`config.mk`:
```
export PLATFORM = sky130hd
export DESIGN_NAME = apple_spawner
export DESIGN_NICKNAME = d
export VERILOG_FILES = /design/src/rtl/snake_pkg.sv /design/src/rtl/lfsr16.sv /design/src/rtl/apple_spawner.sv
export SDC_FILE = /design/constraint.sdc
export NUM_CORES = 1
export LEC_CHECK = 0
export BUFFER_PORTS_ARGS = -buffer_cell sky130_fd_sc_hd__buf_2
export CAP_MARGIN = 20
export CORE_UTILIZATION = 53
export DETAILED_ROUTE_END_ITERATION = 7
export PLACE_DENSITY = 0.86
export SETUP_SLACK_MARGIN = 0.4
export SLEW_MARGIN = 20
export SYNTH_ARGS = -nofsm -noshare
export SYNTH_HDL_FRONTEND = slang
export SYNTH_SLANG_ARGS = --single-unit
```
`constraint.sdc`:
```
create_clock -name clk -period 1.67 [get_ports clk]
set_input_delay 0.334 -clock clk [delete_from_list [all_inputs] [get_ports clk]]
set_output_delay 0.334 -clock clk [all_outputs]
set_load 0.005 [all_outputs]
```
`src/rtl/snake_pkg.sv`:
```
// Shared types and constants for the snake game blocks: grid geometry,
// the apple spawner state encoding and the LFSR feedback polynomial.
package snake_pkg;

  localparam int GRID_DIM = 16;
  localparam int COORD_W  = $clog2(GRID_DIM);

  // One grid coordinate (row or column).
  typedef logic [COORD_W-1:0] coord_t;

  typedef enum logic [2:0] {
    IDLE,
    GEN,
    QUERY,
    COMMIT,
    SCAN,
    FULL
  } spawn_state_t;

  // Fibonacci taps 16,14,13,11 -> bit positions 15,13,12,10.
  localparam logic [15:0] LFSR_TAPS = 16'hB400;

  // One LFSR step: shift left, feedback is the XOR of the tapped bits.
  function automatic logic [15:0] lfsr_next(input logic [15:0] q);
    return {q[14:0], ^(q & LFSR_TAPS)};
  endfunction

endpackage

```
`src/rtl/lfsr16.sv`:
```
// lfsr16: free-running 16-bit Fibonacci LFSR (taps 16,14,13,11).
// Shared by any block that needs cheap pseudo-random numbers.
module lfsr16
  import snake_pkg::*;
#(
  parameter logic [15:0] SEED = 16'hACE1  // must be nonzero or the LFSR locks up
) (
  input  logic        clk,
  input  logic        reset,
  output logic [15:0] q
);

  // Advance one step every clock, regardless of what the consumer is doing.
  // NOTE: registers are written with <= so every flop samples pre-edge values.
  always_ff @(posedge clk or negedge reset) begin
    if (!reset) begin
      q <= SEED;
    end else begin
      q <= lfsr_next(q);
    end
  end

endmodule

```
`src/rtl/apple_spawner.sv`:
```
// apple_spawner: keeps the apple position for the 16x16 LED grid and, when the
// snake eats it, searches for a free cell by querying the body tracker over a
// req/ack occupancy handshake with LFSR-proposed candidates.
// Optional feature macro: APPLE_SCAN_FALLBACK_EN -- after MAX_TRIES occupied
// random candidates, fall back to a raster scan and flag board_full when no
// free cell exists.
module apple_spawner
  import snake_pkg::*;
#(
  parameter logic [15:0] SEED      = 16'hACE1,
  parameter coord_t      INIT_I    = 4'd10,
  parameter coord_t      INIT_J    = 4'd14,
  parameter int          MAX_TRIES = 8
) (
  input  logic       clk,
  input  logic       reset,
  input  logic       gameOver,
  input  logic       eaten,
  output logic       occ_req,
  output logic [3:0] occ_i,
  output logic [3:0] occ_j,
  input  logic       occ_ack,
  input  logic       occ_busy,
  output logic [3:0] i_apple,
  output logic [3:0] j_apple,
  output logic       apple_valid,
  output logic       spawn_done,
  output logic       board_full
);

  localparam int               TRY_W   = $clog2(MAX_TRIES + 1);
  localparam logic [TRY_W-1:0] TRY_MAX = TRY_W'(MAX_TRIES);

  spawn_state_t     state;
  logic [15:0]      lfsr_q;
  logic [TRY_W-1:0] try_cnt;
  logic             locked;   // a spawn was aborted by gameOver; no more spawns until reset
  logic             abort;

`ifdef APPLE_SCAN_FALLBACK_EN
  logic [7:0]       scan_idx; // {row, column} of the next raster-scan cell
`endif

  lfsr16 #(
    .SEED (SEED)
  ) u_lfsr (
    .clk   (clk),
    .reset (reset),
    .q     (lfsr_q)
  );

  // Only the low byte forms a candidate cell; the upper bits are left for reuse elsewhere.
  logic unused_lfsr_hi;
  assign unused_lfsr_hi = ^lfsr_q[15:8];

  // gameOver cancels any spawn in flight; FULL is terminal and ignores it.
  // NOTE: every combinational output gets a default first so no latch is inferred.
  always_comb begin
    abort = 1'b0;
    if (gameOver && (state != IDLE) && (state != FULL)) begin
      abort = 1'b1;
    end
  end

`ifndef APPLE_SCAN_FALLBACK_EN
  assign board_full = 1'b0;
`endif

  // Spawn FSM with registered handshake and apple outputs.
  always_ff @(posedge clk or negedge reset) begin
    if (!reset) begin
      state       <= IDLE;
      occ_req     <= 1'b0;
      occ_i       <= '0;
      occ_j       <= '0;
      i_apple     <= INIT_I;
      j_apple     <= INIT_J;
      apple_valid <= 1'b1;
      spawn_done  <= 1'b0;
      try_cnt     <= '0;
      locked      <= 1'b0;
`ifdef APPLE_SCAN_FALLBACK_EN
      scan_idx    <= '0;
      board_full  <= 1'b0;
`endif
    end else begin
      spawn_done <= 1'b0;

      case (state)
        IDLE: begin
          if (eaten && !gameOver && !locked) begin
            apple_valid <= 1'b0;
            state       <= GEN;
          end
        end

        GEN: begin
`ifdef APPLE_SCAN_FALLBACK_EN
          if (try_cnt == TRY_MAX) begin
            scan_idx <= '0;
            state    <= SCAN;
          end else begin
`else
          begin
`endif
            occ_i   <= lfsr_q[3:0];
            occ_j   <= lfsr_q[7:4];
            occ_req <= 1'b1;
            state   <= QUERY;
          end
        end

        QUERY: begin
          // Coordinates stay put while waiting; request falls right after the ack.
          if (occ_ack) begin
            occ_req <= 1'b0;
            if (!occ_busy) begin
              // Commit outputs become visible during the COMMIT cycle itself.
              i_apple     <= occ_i;
              j_apple     <= occ_j;
              apple_valid <= 1'b1;
              spawn_done  <= 1'b1;
              state       <= COMMIT;
            end else begin
`ifdef APPLE_SCAN_FALLBACK_EN
              // A saturated try counter means this query came from the raster scan.
              if (try_cnt == TRY_MAX) begin
                if (scan_idx == 8'hFF) begin
                  board_full  <= 1'b1;
                  apple_valid <= 1'b0;
                  state       <= FULL;
                end else begin
                  scan_idx <= scan_idx + 8'd1;
                  state    <= SCAN;
                end
              end else begin
`else
              begin
`endif
                // Saturating, so unbounded retries never wrap the counter.
                if (try_cnt != TRY_MAX) begin
                  try_cnt <= try_cnt + 1'b1;
                end
                state <= GEN;
              end
            end
          end
        end

        COMMIT: begin
          try_cnt <= '0;
`ifdef APPLE_SCAN_FALLBACK_EN
          scan_idx <= '0;
`endif
          state   <= IDLE;
        end

`ifdef APPLE_SCAN_FALLBACK_EN
        SCAN: begin
          occ_i   <= scan_idx[7:4];
          occ_j   <= scan_idx[3:0];
          occ_req <= 1'b1;
          state   <= QUERY;
        end

        FULL: begin
          board_full  <= 1'b1;
          apple_valid <= 1'b0;
        end
`endif

        default: state <= IDLE;
      endcase

      // Abort overrides whatever the case statement scheduled this cycle.
      if (abort) begin
        state       <= IDLE;
        occ_req     <= 1'b0;
        apple_valid <= 1'b0;
        spawn_done  <= 1'b0;
        try_cnt     <= '0;
        locked      <= 1'b1;
`ifdef APPLE_SCAN_FALLBACK_EN
        scan_idx    <= '0;
`endif
      end
    end
  end

endmodule

```
==> flow_summary_export.csv <==
group,metric,value,unit
route,drt-pass1-iter-count,4,
power_and_ir_drop,power_per_cell_area,983,mW/mm²
critical_path,critical_path_buf_inv_count,1,
floorplanning,ios,26,
floorplanning,core,0.00245,mm²
hold_path,hp-class,"in -> async",
critical_path,r2r-end,"j_apple[0]$_DFFE_PN0P_",
power_and_ir_drop,peakVddDrop,0.828,mV
route,drt_wl_total,2310,µm
critical_path,rrSetupSlack,0.34,ns
cells_and_area,num_antenna_cells,0,
critical_path,reg2reg_depth,3,
logic_synthesis,ys_ff_latch,38,
timing,fmax,0.751,GHz
timing,rsz0062_at_grt,"yes",
cts,htreeDepth,2,
floorplanning,die_w,52.8,µm
placed_design,io_buffers,24,
logic_synthesis,ys_warn_count,0,
floorplanning,num_rows,18,
logic_synthesis,yosys-top-cells-count,"24 x dfrtp_1, 14 x dfstp_2, 8 x mux2_2, 8 x mux2_4, 3 x inv_1",
run,cap_viol_max_count,0,
cells_and_area,area_growth,24.2,%
floorplanning,die_area,0.00279,mm²
critical_path,critical_path.startpoint_type,"register",
power_and_ir_drop,leakagePower,0.863,nW
global_route,antenna_found_initial,0,
logic_synthesis,async_reset_ff_share,100,%
cts,cts_tree,"done",
floorplanning,initial_core_util,55.8,%
critical_path,cp_num_cells,3,
timing,maxSlewViolCount,0,
cts,numCtsBuffers,5,
placed_design,place.gp.congestion,0.712,
route,drc,0,
route,via_per_inst,4.94,
global_route,grt_pass1_wl,3450,µm
critical_path,cp_slowest_cell,"dfrtp_2",
timing,tns,0,ns
timing,setup_viol,0,
global_route,track_usage,19.0,%
critical_path,critPathMaxFanout,6,
critical_path,r2r-start,"state[0]$_DFFE_PN0P_",
critical_path,end_kind,"register",
logic_synthesis,syn_inst,81,
floorplanning,die_height,52.8,µm
route,drt.antenna.violating_nets,0,
power_and_ir_drop,power.total,1.67,mW
critical_path,crit_start,"state[0]$_DFFE_PN0P_",
logic_synthesis,syn_area,0.00137,mm²
logic_synthesis,synth.most_common_cell,"dfrtp_1",
global_route,grt_pass1_vias,705,
critical_path,path_delay_family,"flip-flops",
timing,hold_viol,0,
critical_path,worstPathRequired,1.90,ns
cts,cts_num_sinks,38,
critical_path,crit_end,"j_apple[0]$_DFFE_PN0P_",
cts,clk_path_buf_depth,2,
logic_synthesis,syn_nets,87,
global_route,grt_max_degree,39,
cts,cts_hold_buf,0,
timing,min_period_over_period,79.8,%
route,drt_iter0_drc,6,
global_route,grt_overflow,0,
route,vias,751,
cts,clk_latency,0.33,ns
placed_design,hpwl,1430,µm
critical_path,path_class,"reg -> reg",
logic_synthesis,ys_types,26,
logic_synthesis,synth-main-ff-cell,"dfrtp_1",
timing,finalClockSkew,0.00492,ns
logic_synthesis,ys_top_cells_by_area,"dfrtp_1 44%, dfstp_2 27%, mux2_4 8.8%, mux2_2 6.6%, xnor2_1 1.3%",
logic_synthesis,synth_top_area_share,43.9,%
timing,fin_crit,1.33,ns
logic_synthesis,synth_edf_count,0,
logic_synthesis,syn_area_per_cell,16.9,µm²
route,wl_per_cell,15.2,µm
cells_and_area,nNetsFinal,127,
cts,cts.clk_slew.worst_paths,0.11,ns
critical_path,cp.arrival,1.57,ns
logic_synthesis,yosysTopAreaCell,"dfrtp_1",
logic_synthesis,yosysSeqAreaShare,70.7,%
status,status,"complete, no violations",
cells_and_area,drive_gt1_share,65.6,%
critical_path,critPathMaxStageDelay,0.45,ns
cts,cts_root_buf,"clkbuf_4",
critical_path,crit_chain,"and4bb_1 > buf_6 > mux2_4",
-- how the worst min path moves through the flow --
stage,endpoint,startpoint
2_1_floorplan,i_apple[0]$_DFFE_PN0P_,reset
3_3_place_gp,u_lfsr.q[9]$_DFF_PN0_,u_lfsr.q[8]$_DFF_PN0_
3_5_place_dp,u_lfsr.q[10]$_DFF_PN1_,u_lfsr.q[9]$_DFF_PN0_
4_1_cts,state[1]$_DFFE_PN0P_,reset
5_1_grt,i_apple[0]$_DFFE_PN0P_,reset
6_report,spawn_done$_DFF_PN0_,reset
-- what timing repair did --
action	in CTS	in global routing
setup buffers	4	5
pin swaps	0	1
endpoints found under the setup margin	22	27
gates resized for setup	5	5
-- stage by stage --
step           instance area [µm²]  utilization, %  worst slack, ns  hold slack, ns  std cells
2_1_floorplan                 1370               -            0.410          0.0384         81
3_3_place_gp                  1530            62.1            0.315           0.333        135
3_5_place_dp                  1530            62.1            0.314           0.339        135
4_1_cts                       1640            66.9            0.320          0.0128        147
5_1_grt                       1700            69.3            0.294          0.0280        152
6_report                      1700            69.3            0.338          0.0174        152
-- worst reg2reg max path, cell delays in order (launching register included) --
cell	delay (ns)
dfrtp_2	0.45
and4bb_1	0.32
buf_6	0.16
mux2_4	0.30
-- logic make-up after synthesis --
kind of cell	count (synthesis)	synth area share (%)
AO/OA/AOI/OAI	9	4.57
buffers and inverters	6	2.56
other	1	0.274
multiplexers	17	16.1
flip-flops	38	70.7
XOR/XNOR	3	1.92
AND/OR/NAND/NOR	7	3.84
-- report_power, final --
part	total, mW	internal (mW)	switching [mW]	leakage (nW)
registers	0.983	0.956	0.0262	0.468
clock network	0.498	0.202	0.295	0.0343
logic	0.191	0.101	0.0902	0.360
-- registers in the layout (all words and copies together) (netlist names) --
name	cells
occ_i	4
occ_req	1
u_lfsr.q	16
locked	1
j_apple	4
i_apple	4
state	2
occ_j	4
spawn_done	1
apple_valid	1
-- cells in the final DEF, fill, tap and decap left out, types with 2 or more instances in the layout --
| cell | n |
|---|---|
| a21oi_1 | 2 |
| buf_2 | 19 |
| buf_4 | 10 |
| buf_6 | 7 |
| clkbuf_4 | 5 |
| dfrtp_1 | 22 |
| dfrtp_2 | 2 |
| dfstp_2 | 14 |
| inv_1 | 3 |
| mux2_2 | 8 |
| mux2_4 | 8 |
| o21ai_0 | 2 |
| xnor2_1 | 2 |
-- routing by layer --
layer / wire length, µm / part of all wire (%) / GRT usage (%)
met5: 0 / 0 / 0
met2: 1180 / 51 / 27.6
met1: 1030 / 44 / 23.4
met4: 19 / 0.82 / 9.21
met3: 84 / 3.6 / 9.57
-- final cells by class --
cell class                 count  area (µm²)
sequential                    38         971
clock inverter                 2        12.5
clock buffer                   6        51.3
fill                         165         754
multi-input combinational     37         368
inverter                       3        11.3
tap                           30        37.5
timing repair buffer          36         249
Note: power is estimated with default switching activity, not from simulation.
